**src/rtl/mig_req_arb.sv**
```systemverilog
// Purpose: round-robin arbiter sharing one MIG req/wdq pair between two line ports, with an in-order read-tag FIFO steering rdq data back.
// Latency: command ack is combinational (0 cycles) when eligible; read data appears on pX_rvalid one cycle after the rdq pop.
// Backpressure: a port stays unacked while req/wdq is full or the tag FIFO is full; rdq is always drained when non-empty.
module mig_req_arb #(
  parameter int TAG_DEPTH = 8,
  parameter int TAG_AW    = 3
) (
  input  logic         mclk,
  input  logic         mrst_n,
  input  logic         p0_req,
  input  logic         p0_rd_bwt,
  input  logic [31:0]  p0_addr,
  input  logic [15:0]  p0_wmask,
  input  logic [127:0] p0_wdata,
  output logic         p0_ack,
  output logic         p0_rvalid,
  output logic [127:0] p0_rdata,
  input  logic         p1_req,
  input  logic         p1_rd_bwt,
  input  logic [31:0]  p1_addr,
  input  logic [15:0]  p1_wmask,
  input  logic [127:0] p1_wdata,
  output logic         p1_ack,
  output logic         p1_rvalid,
  output logic [127:0] p1_rdata,
  output logic         req_wen,
  output logic [31:0]  req_waddr,
  output logic         req_wrd_bwt,
  input  logic         req_wqfull,
  output logic         wdq_wen,
  output logic [143:0] wdq_mask_wdata,
  input  logic         wdq_wqfull,
  output logic         rdq_rnext,
  input  logic         rdq_rqempty,
  input  logic [127:0] rdq_rdata,
  output logic         arb_err
);

  localparam logic [TAG_AW:0] LP_TAG_FULL = (TAG_AW+1)'(TAG_DEPTH);

  logic                 r_last_grant;
  logic [TAG_DEPTH-1:0] r_tag_mem;
  logic [TAG_AW-1:0]    r_wptr;
  logic [TAG_AW-1:0]    r_rptr;
  logic [TAG_AW:0]      r_tag_cnt;
  logic                 r_p0_rvalid;
  logic                 r_p1_rvalid;
  logic [127:0]         r_p0_rdata;
  logic [127:0]         r_p1_rdata;
  logic                 r_arb_err;

  logic w_tag_full;
  logic w_tag_empty;
  logic w_p0_el;
  logic w_p1_el;
  logic w_g0;
  logic w_g1;
  logic w_grant;
  logic w_gnt_rd;
  logic w_rdq_pop;
  logic w_tag_pop;
  logic w_tag_push;
  logic w_orphan;
  logic w_tag_head;

  // Eligibility uses the pre-pop tag count, so a full FIFO blocks a read even when a pop lands in the same cycle.
  assign w_tag_full  = (r_tag_cnt == LP_TAG_FULL);
  assign w_tag_empty = (r_tag_cnt == '0);

  // Outputs are held quiet while reset is asserted, since acks and pops are combinational.
  assign w_p0_el = mrst_n & p0_req & ~req_wqfull & (p0_rd_bwt ? ~w_tag_full : ~wdq_wqfull);
  assign w_p1_el = mrst_n & p1_req & ~req_wqfull & (p1_rd_bwt ? ~w_tag_full : ~wdq_wqfull);

  // On a tie the port that did not win last time goes; a lone eligible port always wins.
  assign w_g0     = w_p0_el & (~w_p1_el |  r_last_grant);
  assign w_g1     = w_p1_el & (~w_p0_el | ~r_last_grant);
  assign w_grant  = w_g0 | w_g1;
  assign w_gnt_rd = w_g1 ? p1_rd_bwt : p0_rd_bwt;

  assign p0_ack         = w_g0;
  assign p1_ack         = w_g1;
  assign req_wen        = w_grant;
  assign req_waddr      = w_g1 ? p1_addr : p0_addr;
  assign req_wrd_bwt    = w_gnt_rd;
  assign wdq_wen        = w_grant & ~w_gnt_rd;
  assign wdq_mask_wdata = w_g1 ? {p1_wmask, p1_wdata} : {p0_wmask, p0_wdata};

  // rdq is always drained; entries with no matching tag are orphans and only flag an error.
  assign w_rdq_pop  = mrst_n & ~rdq_rqempty;
  assign w_tag_pop  = w_rdq_pop & ~w_tag_empty;
  assign w_orphan   = w_rdq_pop & w_tag_empty;
  assign w_tag_push = w_grant & w_gnt_rd;
  assign w_tag_head = r_tag_mem[r_rptr];
  assign rdq_rnext  = w_rdq_pop;

  assign p0_rvalid = r_p0_rvalid;
  assign p1_rvalid = r_p1_rvalid;
  assign p0_rdata  = r_p0_rdata;
  assign p1_rdata  = r_p1_rdata;
  assign arb_err   = r_arb_err;

  // Round-robin pointer: remembers which port won the most recent grant.
  always_ff @(posedge mclk or negedge mrst_n) begin
    if (!mrst_n) begin
      r_last_grant <= 1'b1;
    end else if (w_grant) begin
      r_last_grant <= w_g1;
    end
  end

  // In-order tag FIFO holding the issuing port of each outstanding read.
  always_ff @(posedge mclk or negedge mrst_n) begin
    if (!mrst_n) begin
      r_tag_mem <= '0;
      r_wptr    <= '0;
      r_rptr    <= '0;
      r_tag_cnt <= '0;
    end else begin
      if (w_tag_push) begin
        r_tag_mem[r_wptr] <= w_g1;
        r_wptr            <= r_wptr + 1'b1;
      end
      if (w_tag_pop) begin
        r_rptr <= r_rptr + 1'b1;
      end
      case ({w_tag_push, w_tag_pop})
        2'b10:   r_tag_cnt <= r_tag_cnt + 1'b1;
        2'b01:   r_tag_cnt <= r_tag_cnt - 1'b1;
        default: r_tag_cnt <= r_tag_cnt;
      endcase
    end
  end

  // Steer popped rdq data to the tagged port; the data registers hold between returns.
  always_ff @(posedge mclk or negedge mrst_n) begin
    if (!mrst_n) begin
      r_p0_rvalid <= 1'b0;
      r_p1_rvalid <= 1'b0;
      r_p0_rdata  <= '0;
      r_p1_rdata  <= '0;
    end else begin
      r_p0_rvalid <= w_tag_pop & ~w_tag_head;
      r_p1_rvalid <= w_tag_pop &  w_tag_head;
      if (w_tag_pop & ~w_tag_head) begin
        r_p0_rdata <= rdq_rdata;
      end
      if (w_tag_pop & w_tag_head) begin
        r_p1_rdata <= rdq_rdata;
      end
    end
  end

  // Sticky error: read data arrived with no read outstanding.
  always_ff @(posedge mclk or negedge mrst_n) begin
    if (!mrst_n) begin
      r_arb_err <= 1'b0;
    end else if (w_orphan) begin
      r_arb_err <= 1'b1;
    end
  end

endmodule

```
**config.mk**
```make
export PLATFORM = sky130hd
export DESIGN_NAME = mig_req_arb
export DESIGN_NICKNAME = d
export VERILOG_FILES = /design/src/rtl/mig_req_arb.sv
export SDC_FILE = /design/constraint.sdc
export NUM_CORES = 1
export LEC_CHECK = 0
export BUFFER_PORTS_ARGS = -buffer_cell sky130_fd_sc_hd__buf_4
export CORE_AREA = 2 2 358 360
export CTS_BUF_LIST = sky130_fd_sc_hd__clkbuf_8 sky130_fd_sc_hd__clkbuf_16
export DETAILED_ROUTE_END_ITERATION = 10
export DIE_AREA = 0 0 360 362
export GPL_TIMING_DRIVEN = 0
export HOLD_SLACK_MARGIN = 0.08
export PLACE_DENSITY_LB_ADDON = 0.08
export REMOVE_ABC_BUFFERS = 1
export SETUP_SLACK_MARGIN = 0.3
export SLEW_MARGIN = 0
export SYNTH_ARGS = -nofsm -noshare
export SYNTH_HDL_FRONTEND = slang
export SYNTH_SLANG_ARGS = --single-unit
```
**constraint.sdc**
```tcl
create_clock -name mclk -period 7.7 [get_ports mclk]
set_input_delay 0.77 -clock mclk [delete_from_list [all_inputs] [get_ports mclk]]
set_output_delay 0.77 -clock mclk [all_outputs]
set_load 0.05 [all_outputs]
```
After elaboration in Yosys (flattened, before gate mapping)
Index checks and enable logic that the tools add are counted.
{ "word_totals": {"ff_bits": 278, "latchBits": 0, "mem_bits_rw": 0, "romBits": 0, "out_inout_bits": 441, "word_cells": 62, "mem_count": 0} }
{ "classes": {"n_addsub": 4, "mul": 0, "div_mod_pow": 0, "n_lt_le_gt_ge": 3, "n_eq_ne": 3, "n_shift": 0, "mux": 11, "bitwise": 28, "reduce_logical": 3} }
{ "ops": {"columns": ["op", "count"], "rows": [
  ["144-bit 2-to-1 mux", 1],
  ["32-bit 2-to-1 mux", 1],
  ["1-bit bitwise AND", 15],
  ["1-bit inverter", 10],
  ["8-bit bitwise mux", 1],
  ["3-bit by 4-bit less-than comparator with 1-bit output, second input constant", 2],
  ["4-bit case mux with 2 select lines", 1],
  ["3-bit by 1-bit adder with 3-bit output, second input constant", 2],
  ["1-bit 2-to-1 mux", 5],
  ["4-bit by 1-bit adder with 4-bit output, second input constant", 1],
  ["4-bit equality test, second input constant", 1],
  ["4-bit logical NOT", 1],
  ["4-bit by 1-bit subtractor with 4-bit output, second input constant", 1],
  ["1-bit binary-select mux with 3-bit select", 1],
  ["1-bit demux with 3-bit select", 1],
  ["3-bit by 1-bit >= comparator with 1-bit output, second input constant", 1],
  ["1-bit OR", 3],
  ["2-bit by 1-bit equality test with 1-bit output, second input constant", 1],
  ["2-bit equality test, second input constant", 1],
  ["2-bit nonzero test", 1],
  ["1-bit logical AND", 1]
]} }

Longest topological paths before layout
Gate-level depths: netlist of run 1.
{ "depth": {"word_depth": 11, "ltp_mapped": 12, "mapped_depth_nobuf": 11} }

Worst setup path before layout of run 1
OpenSTA, ideal clock, no wires.
{ "synth_timing": {"path_kind": "input -> output", "startpoint": "in wdq_wqfull", "endpoint": "out wdq_mask_wdata[142]", "t_arrival_ns": 2.513, "t_required_ns": 6.930, "path_slack_ns": 4.417, "path_stages": 6, "cell_sequence": "nor2b_1 a2111o_1 a21oi_2 buf_4 buf_2 mux2_2"} }
{ "synth_between": {"elab_chain_len": 7} }
{ "synth_rtl": {"columns": ["element", "line", "text"], "rows": [
  ["start, declared", "32", "input logic wdq_wqfull,"],
  ["1-bit inverter (*)", "71, 72", null],
  ["1-bit 2-to-1 mux", "71", "assign w_p0_el = mrst_n & p0_req & ~req_wqfull & (p0_rd_bwt ? ~w_tag_full : ~wdq_wqfull);"],
  ["1-bit bitwise AND", "71", null],
  ["1-bit inverter", "76", "assign w_g1 = w_p1_el & (~w_p0_el | ~r_last_grant);"],
  ["1-bit OR", "76", null],
  ["1-bit bitwise AND (*)", "76", null],
  ["via p1_ack", "23", "output logic p1_ack,"],
  ["144-bit 2-to-1 mux (*)", "86", "assign wdq_mask_wdata = w_g1 ? {p1_wmask, p1_wdata} : {p0_wmask, p0_wdata};"],
  ["end, declared", "31", "output logic [143:0] wdq_mask_wdata,"]
]} }
The timed path passes the listed nets; every way through them passes the cells marked *.

Worst setup path after layout of run 1
{ "layout_timing": {"startpoint": "in mrst_n", "endpoint": "out wdq_mask_wdata[116]"} }
{ "layout_between": {"elab_chain_len": 7} }
{ "layout_rtl": {"columns": ["element", "line", "text"], "rows": [
  ["start, declared", "9", "input logic mrst_n,"],
  ["1-bit bitwise AND (3 in a row)", "71", null],
  ["1-bit inverter", "76", null],
  ["1-bit OR", "76", null],
  ["1-bit bitwise AND (*)", "76", null],
  ["144-bit 2-to-1 mux (*)", "86", null]
]} }
Every way passes the cells marked *; elsewhere a longest branch is shown, timed or not.

==> out/results.ini, run 1 <==
[placement]
place_area_sq_um=22000
dpl.hpwl_mm=87.1
io_buffers=929
gp_congestion=1.02

[power_and_ir_drop]
leakage_nw=10.7
ir_worst_vdd_mv=0.138
totalPowerFinal_mw=10.3
combPwrFrac_pct=56.3
p_switching_mw=5.13
seq_power_share_pct=25.5
pwr-share-clk_pct=18.2
sw_frac_of_total_pct=49.8
power.internal_mw=5.17
p_per_area_nw_per_um2=440

[timing]
drv_slew=0
relSlewSlack_pct=38.2
fin_tns_setup_ps=0
holdWs_ps=425
rsz0062_at_grt=no
worst_pin_slew_ps=916
fmax_mhz=166
min_period_ps=6040
skew_ps=15.7
period_share_pct=78.4
hold_viol_final=0
setup_viol_count_final=0

[yosys]
avgSynthCellArea_sq_um=15.1
ys_types=40
synth_top_area_cell=dfrtp_1
synth_top_cell_area_share_pct=53.8
syn_inst=853
yosysWarnings=0
synthTopCellsByArea=dfrtp_1 (54%), mux2_2 (24%), mux2_1 (15%)
synth_edf_count=0
yosys_register_bits=278
synth.cell_area_sq_um=12900
yosysSeqAreaShare_pct=54.0
synth_flop_cell=dfrtp_1
async_flop_share_pct=100

[grt]
antenna_found_initial=38
grt_pass1_wl_mm=126
grt_pass1_vias=12500
grt_remaining_overflow=0
grt_max_degree=89
groute.usage.overall_pct=14.7

[layout]
final_area_sq_um=23400
final_util_pct=18.5
nets=2284
area_growth_pct=81.5
drive_above_1_share_pct=70.8

[flow_run]
cap_violations=0

[cts]
ctsResizeCount=0
cts_inserted_buffers=40
clockBufferDepth=3
clk-insertion-delay-late_ps=560
clock_tree.root_cell=clkbuf_16
cts_sinks=278
cts_tree=yes
h-tree-depth=2
cts_setup_buffers=0
cts.reportedPaths.clkPinSlew_ps=60

[run_status]
outcome=complete, no violations

[route]
drc=0
wl_mm=99.5
detail_route.wl_per_cell_um=28.5
drt-initial-drc-count=396
via_per_inst=3.26
first_pass_iters=4
detail-route-antenna-nets=0
via_count=11400

[floorplan]
die_h_um=362
row_count=131
die_width_um=360
top_level_ports=930
coreArea_sq_um=127000
dieArea_sq_um=130000
initial_core_util_pct=10.2

[setup_path]
end_kind=primary output
cp_max_fo=88
cp.required_ps=6930
crit_type=input port to primary output
rr_startpoint=r_last_grant
worstPathArrival_ps=5270
startpoint_type=input port
startpoint=mrst_n

[min_path]
hp-start=rdq_rdata[101]
hold_class=input port to flip-flop

-- registers in the layout (all words and copies together) (netlist names) --
| register | count |
|---|---|
| p0_rvalid | 1 |
| p1_rvalid | 1 |
| r_tag_cnt | 4 |
| p0_rdata | 128 |
| p1_rdata | 128 |
| r_last_grant | 1 |
| r_wptr | 3 |
| arb_err | 1 |
| r_tag_mem | 8 |
| r_rptr | 3 |
-- cell usage in the layout (no fill, tap or decap), drive strengths merged, types with 4 or more instances in the layout --
| cell type | Yosys | routed |
|---|---|---|
| inv | 3 | 14 |
| clkinv | 0 | 5 |
| nor2b | 4 | 4 |
| nor2 | 8 | 8 |
| mux2 | 446 | 446 |
| clkbuf | 3 | 48 |
| nor4 | 5 | 5 |
| diode | 0 | 11 |
| nand2b | 4 | 4 |
| ha | 5 | 5 |
| xor2 | 6 | 6 |
| dfrtp | 277 | 277 |
| nor4b | 5 | 5 |
| buf | 50 | 947 |
| nand2 | 8 | 8 |
-- routing by layer --
metal	routed length, um	global-route usage, %	vias up
met1	27900	12.1	5682
met4	3450	4.31	20
met5	129	0	-
li1	-	-	4971
met3	8820	5.50	129
met2	59200	31.2	570
-- cell families (layout without fill, tap and decap cells) --
logic type                 count (synthesis)  in the layout  share of synthesized area, %
AOI/OAI and AO/OA                         13             13                         0.825
xor gates and xnor gates                   9              9                         0.612
adders and majority gates                  5              5                         0.485
buffers and inverters                     56           1020                          2.97
DFF                                      278            278                          54.0
muxes                                    448            448                          39.1
other                                      0             11                             0
and+or+nand+nor                           44             44                          2.01
-- worst max-delay path: stages --
cell and delay (ps):
dlygate4sd3_1 560, buf_8 300, buf_16 350, buf_16 390, nand2b_1 140, a2111o_1 440, a21oi_4 630, buf_16 250
buf_12 210, buf_16 190, buf_12 200, mux2_2 400, buf_4 210
-- metrics by stage --
step / instances / setup slack (ps)
finish: 3490 / 1660
global route: 3481 / 1250
CTS: 3479 / 1460
detailed placement: 3409 / 2080
global placement: 3391 / -7540
floorplan: 800 / -1490
-- repair_timing --
action,in CTS,in global routing
hold buffers,1,0
hold endpoints to repair,34,0
setup endpoints to repair,0,0
-- power groups by stage --
stage	logic, mW	registers, mW	clock network (mW)
after detailed placement	5.91	2.66	0
after CTS	5.92	2.64	1.99
after floorplan	1.27	5.02	0
after global placement	5.98	2.63	0
after global routing	6.03	2.73	2.04
final	5.80	2.62	1.88
-- synth_stat cells, types with 4 or more instances --
library cell	instances
mux2_1	173
nand2b_1	4
xor2_1	6
buf_6	12
nor4b_1	5
nor4_1	4
ha_1	5
buf_4	14
nand2_1	8
nor2b_1	4
nor2_1	8
mux2_2	273
dfrtp_1	277
buf_2	23
-- cell type report --
cell class / count / area (sq um)
diodes: 11 / 27.5
clock buffers: 48 / 1110
clock inverters: 21 / 209
fillers: 14000 / 103000
inverters: 3 / 11.3
multi-input cells: 519 / 5570
flip-flops and latches: 278 / 6960
well taps: 1662 / 2080
repair buffers: 948 / 7430
-- final timing paths --
| check | end | slack, ps | depth (start not counted) |
|---|---|---|---|
| max | wdq_mask_wdata[116] | 1660 | 13 |
| min | p1_rdata[101] | 420 | 2 |
| max reg2reg | r_tag_cnt[2] | 4690 | 10 |
| min reg2reg | arb_err | 480 | 1 |
| max in group asynchronous | r_last_grant | 5810 | 4 |
| min in group asynchronous | p0_rdata[86] | 680 | 2 |
Note: power is estimated with default switching activity, not from simulation.
==> run 2: changes to the inputs <==
--- a/config.mk
+++ b/config.mk
@@ -6,10 +6,10 @@
 export NUM_CORES = 1
 export LEC_CHECK = 0
 export BUFFER_PORTS_ARGS = -buffer_cell sky130_fd_sc_hd__buf_4
-export CORE_AREA = 2 2 358 360
+export CORE_AREA = 2 2 361 363
 export CTS_BUF_LIST = sky130_fd_sc_hd__clkbuf_8 sky130_fd_sc_hd__clkbuf_16
 export DETAILED_ROUTE_END_ITERATION = 10
-export DIE_AREA = 0 0 360 362
+export DIE_AREA = 0 0 363 365
 export GPL_TIMING_DRIVEN = 0
 export HOLD_SLACK_MARGIN = 0.08
 export PLACE_DENSITY_LB_ADDON = 0.08
==> constraint.sdc (replaced) <==
create_clock -name mclk -period 5.5 [get_ports mclk]
set_input_delay 0.55 -clock mclk [delete_from_list [all_inputs] [get_ports mclk]]
set_output_delay 0.55 -clock mclk [all_outputs]
set_load 0.05 [all_outputs]
==> out/results.ini, run 2 (same netlist as run 1, synthesis figures left out) <==
[route]
wl_mm=92.5
detail-route-antenna-nets=0
detail_route.wl_per_cell_um=26.4
drc=0
via_per_inst=3.21
first_pass_iters=4
drt-initial-drc-count=356
via_count=11300

[min_path]
hold_class=input port to flip-flop
hold_path_depth=2
whs_endpoint=p1_rdata[122]
hp-start=rdq_rdata[122]

[setup_path]
r2r_slack_ps=2520
crit_type=input port to primary output
cp_max_fo=50
r2r-end=p0_rdata[14]
startpoint_type=input port
rr_startpoint=r_rptr[1]
cp.depth=13
critical-path-max-stage-delay_ps=560
cp.required_ps=4950
path_buf_inv=9
path_delay_family=buffers and inverters
reg2regPathDepth=7
crit_chain=dlygate4sd3_1 -> buf_8 -> buf_16 -> nand2b_1 -> a2111o_1 -> a21oi_4 -> buf_12 -> buf_12 -> buf_16 -> buf_12 -> buf_12 -> mux2_2 -> buf_4
end_kind=primary output
worstPathArrival_ps=4330
path_common_cell=buf_12
critPathSlowestCell=dlygate4sd3_1

[floorplan]
dieArea_sq_um=132000
top_level_ports=930
die_width_um=363
die_h_um=365
coreArea_sq_um=129000
row_count=132
initial_core_util_pct=10.0

[cts]
cts_setup_buffers=0
cts_sinks=278
cts_tree=yes
cts_inserted_buffers=41
clock_tree.root_cell=clkbuf_16
clockBufferDepth=3
cts.reportedPaths.clkPinSlew_ps=50
h-tree-depth=2
clk-insertion-delay-late_ps=570

[timing]
hold_viol_final=0
period_share_pct=88.7
skew_ps=24.4
fmax_mhz=205
fin_tns_setup_ps=0
rsz0062_at_grt=no
relSlewSlack_pct=42.4
worst_pin_slew_ps=853
drv_slew=0
holdWs_ps=197
min_period_ps=4880
layout_setup_ws_ps=624
setup_viol_count_final=0

[grt]
groute.usage.overall_pct=13.2
grt_max_degree=101
antenna_found_initial=25
grt_pass1_vias=12300
grt_remaining_overflow=0
grt_pass1_wl_mm=117

[power_and_ir_drop]
p_per_area_nw_per_um2=614
power.internal_mw=7.29
seq_power_share_pct=25.4
combPwrFrac_pct=56.2
leakage_nw=10.7
pwr-share-clk_pct=18.4
sw_frac_of_total_pct=49.5
ir_worst_vdd_mv=0.209
p_switching_mw=7.15

[layout]
final_common_cell=buf_4
drive_above_1_share_pct=70.8
final_util_pct=18.3
final_cells=3507
layout_common_cells=buf_4 (929), dfrtp_1 (277), mux2_2 (273)
nets=2288
area_growth_pct=82.5

[run_status]
outcome=complete, no violations

[placement]
gp_congestion=0.956
dp.cells=3421
io_buffers=929
dp_worst_setup_slack_ps=443
dpl.hpwl_mm=78.8

[flow_run]
cap_violations=0

run 2: area by class of cell:
| class | instances | area [sq um] |
|---|---|---|
| Tap cell | 1675 | 2100 |
| Inverter | 3 | 11.3 |
| Sequential cell | 278 | 6960 |
| Multi-Input combinational cell | 519 | 5570 |
| Antenna cell | 7 | 17.5 |
| Clock inverter | 21 | 165 |
| Timing Repair Buffer | 951 | 7500 |
| Clock buffer | 53 | 1200 |
| Fill cell | 14100 | 105000 |
run 2: power groups by stage:
stage               clock (mW)  sequential [mW]  combinational (mW)
finish                    2.66             3.66                8.12
global route              2.90             3.81                8.48
CTS                       2.82             3.68                8.30
detailed placement           0             3.71                8.28
global placement             0             3.67                8.39
floorplan                    0             7.03                1.78
run 2: through the flow:
stage | instance area [sq um] | power [mW]
2_1_floorplan | 12500 | 8.81
3_3_place_gp | 21600 | 12.1
3_5_place_dp | 22000 | 12.0
4_1_cts | 23500 | 14.8
5_1_grt | 23500 | 15.2
6_report | 23500 | 14.4
run 2: timing repair:
action / 4_1_cts / 5_1_grt
resized for setup: 0 / 0
hold buffers: 4 / 0
endpoints found under the setup margin: 0 / 26
endpoints found under the hold margin: 65 / 0
run 2: worst max-delay path by stage:
stage	from	endpoint	slack [ps]
after floorplan	r_tag_cnt[1]	req_waddr[0]	-3470
after global placement	mrst_n	wdq_mask_wdata[98]	-8780
after detailed placement	mrst_n	wdq_mask_wdata[126]	440
after CTS	mrst_n	wdq_mask_wdata[126]	370
after global routing	mrst_n	wdq_mask_wdata[126]	380
final	mrst_n	wdq_mask_wdata[126]	620
run 2: per-layer routing:
| layer | vias to the layer above | wire [um] | global-route usage (%) |
|---|---|---|---|
| met1 | 5578 | 28200 | 11.9 |
| met2 | 558 | 51600 | 25.9 |
| met3 | 117 | 9290 | 5.76 |
| li1 | 4987 | - | - |
| met5 | - | 105 | 0 |
| met4 | 16 | 3280 | 4.65 |
==> run 3: changes to the inputs <==
--- a/config.mk
+++ b/config.mk
@@ -6,10 +6,10 @@
 export NUM_CORES = 1
 export LEC_CHECK = 0
 export BUFFER_PORTS_ARGS = -buffer_cell sky130_fd_sc_hd__buf_4
-export CORE_AREA = 2 2 361 363
+export CORE_AREA = 2 2 358 360
 export CTS_BUF_LIST = sky130_fd_sc_hd__clkbuf_8 sky130_fd_sc_hd__clkbuf_16
 export DETAILED_ROUTE_END_ITERATION = 10
-export DIE_AREA = 0 0 363 365
+export DIE_AREA = 0 0 360 362
 export GPL_TIMING_DRIVEN = 0
 export HOLD_SLACK_MARGIN = 0.08
 export PLACE_DENSITY_LB_ADDON = 0.08
==> constraint.sdc (replaced) <==
create_clock -name mclk -period 5.7 [get_ports mclk]
set_input_delay 0.57 -clock mclk [delete_from_list [all_inputs] [get_ports mclk]]
set_output_delay 0.57 -clock mclk [all_outputs]
set_load 0.05 [all_outputs]
==> out/results.ini, run 3 (same netlist as run 1, synthesis figures left out) <==
[power_and_ir_drop]
pwr-share-clk_pct=18.2
totalPowerFinal_mw=13.9
ir_worst_vdd_mv=0.186
p_per_area_nw_per_um2=592
seq_power_share_pct=25.4
power.internal_mw=6.99
p_switching_mw=6.93
sw_frac_of_total_pct=49.8
combPwrFrac_pct=56.3
leakage_nw=10.7

[cts]
clock_tree.root_cell=clkbuf_16
cts_sinks=278
cts_inserted_buffers=40
h-tree-depth=2
cts.reportedPaths.clkPinSlew_ps=50
ctsResizeCount=0
clockBufferDepth=3
cts_tree=yes
clk-insertion-delay-late_ps=560

[setup_path]
cp_max_fo=88
worstPathArrival_ps=4150
cp.required_ps=5130
crit_chain=dlygate4sd3_1 -> buf_8 -> buf_16 -> buf_16 -> nand2b_1 -> a2111o_1 -> a21oi_4 -> buf_16 -> buf_12 -> buf_16 -> buf_12 -> mux2_2 -> buf_4
critPathSlowestCell=dlygate4sd3_1
critical-path-max-stage-delay_ps=560
crit_type=input port to primary output
end_kind=primary output
startpoint_type=input port
path_common_cell=buf_16

[grt]
grt_remaining_overflow=0
grt_pass1_vias=12500
antenna_found_initial=38
groute.usage.overall_pct=14.7
grt_pass1_wl_mm=126
grt_max_degree=89

[route]
via_count=11400
drc=0
wl_mm=99.6
wl_met3_mm=8.44
first_pass_iters=4
detail_route.wl_per_cell_um=28.5
met2_length_mm=59.6
met1_length_mm=28.3
detail-route-antenna-nets=0
drt-initial-drc-count=370
via_per_inst=3.27
routed.top_layer=met5

[floorplan]
row_count=131
die_h_um=362
dieArea_sq_um=130000
coreArea_sq_um=127000
top_level_ports=930
initial_core_util_pct=10.2
die_width_um=360

[timing]
skew_ps=14.5
period_share_pct=82.8
min_period_ps=4720
setup_viol_count_final=0
layout_setup_ws_ps=980
holdWs_ps=226
rsz0062_at_grt=no
hold_viol_final=0
worst_pin_slew_ps=918
fmax_mhz=212
relSlewSlack_pct=38.0
drv_slew=0

[placement]
gp_congestion=1.02
dp_worst_setup_slack_ps=480
io_buffers=929
dpl.hpwl_mm=87.1

[layout]
nets=2290
seq_area_sq_um=6960
final_common_cell=buf_4
layout_common_cells=buf_4 (931), dfrtp_1 (277), mux2_2 (273)
fillers=13900
multi_input_area_sq_um=5570
area_growth_pct=82.2
drive_above_1_share_pct=70.9

[min_path]
hold_class=input port to flip-flop

[flow_run]
cap_violations=0

[run_status]
outcome=complete, no violations

[run 3: changes by cell type in the layout (fill, tap and decap cells not counted)]
cell and delta:
inv_16 +1, buf_4 +2, clkinv_4 -1, inv_1 -2, clkinvlp_4 -1, bufinv_16 +1
clkbuf_16 -3, dlygate4sd3_1 +1, buf_12 +1, inv_6 +2, diode_2 +1, clkbuf_8 -3
[run 3: stage by stage]
stage	area, sq um	std cells	utilization [%]	setup TNS, ps
6_report	23500	3493	18.5	0
5_1_grt	23500	3487	18.5	0
4_1_cts	23400	3483	18.5	0
3_5_place_dp	22000	3409	17.4	0
3_3_place_gp	21600	3391	17.0	-3198370
2_1_floorplan	12500	800	-	-606980
[run 3: timing repair]
item	in CTS	in global routing
endpoints found under the setup margin	0	7
hold buffers	5	0
setup buffers	0	2
endpoints found under the hold margin	34	0
[run 3: final timing paths]
path	slack [ps]	from	cells after the start	to
min reg2reg	480	arb_err	1	arb_err
max	980	mrst_n	13	wdq_mask_wdata[116]
max in group asynchronous	4220	mrst_n	5	p0_rdata[2]
min	230	rdq_rdata[1]	2	p1_rdata[1]
max reg2reg	2690	r_last_grant	10	r_tag_cnt[2]
min in group asynchronous	610	mrst_n	3	p0_rdata[102]
[run 3: per-layer routing]
metal,global-route usage [%],up-vias
li1,-,4984
met1,12.1,5709
met2,31.2,579
met3,5.50,129
met4,4.31,20
met5,0,-
[run 3: power by group through the flow]
stage | logic [mW] | clock network [mW] | registers (mW)
4_1_cts | 8.00 | 2.69 | 3.57
3_5_place_dp | 7.98 | 0 | 3.60
2_1_floorplan | 1.71 | 0 | 6.79
5_1_grt | 8.15 | 2.75 | 3.68
3_3_place_gp | 8.08 | 0 | 3.55
6_report | 7.84 | 2.53 | 3.54
[run 3: critical path, delay by kind of cell]
kind,cells,cell delay (ps)
buffers and inverters,9,2160
and+or+nand+nor,1,140
muxes,1,400
AOI/OAI and AO/OA,2,680
[run 3: layout make-up]
cell class                 instances  area share [%]
tap                             1662            8.85
timing repair buffer             954            32.0
sequential                       278            29.6
antenna                            8          0.0852
inverter                           3          0.0480
multi-input combinational        519            23.7
clock inverter                    21           0.890
clock buffer                      48            4.73
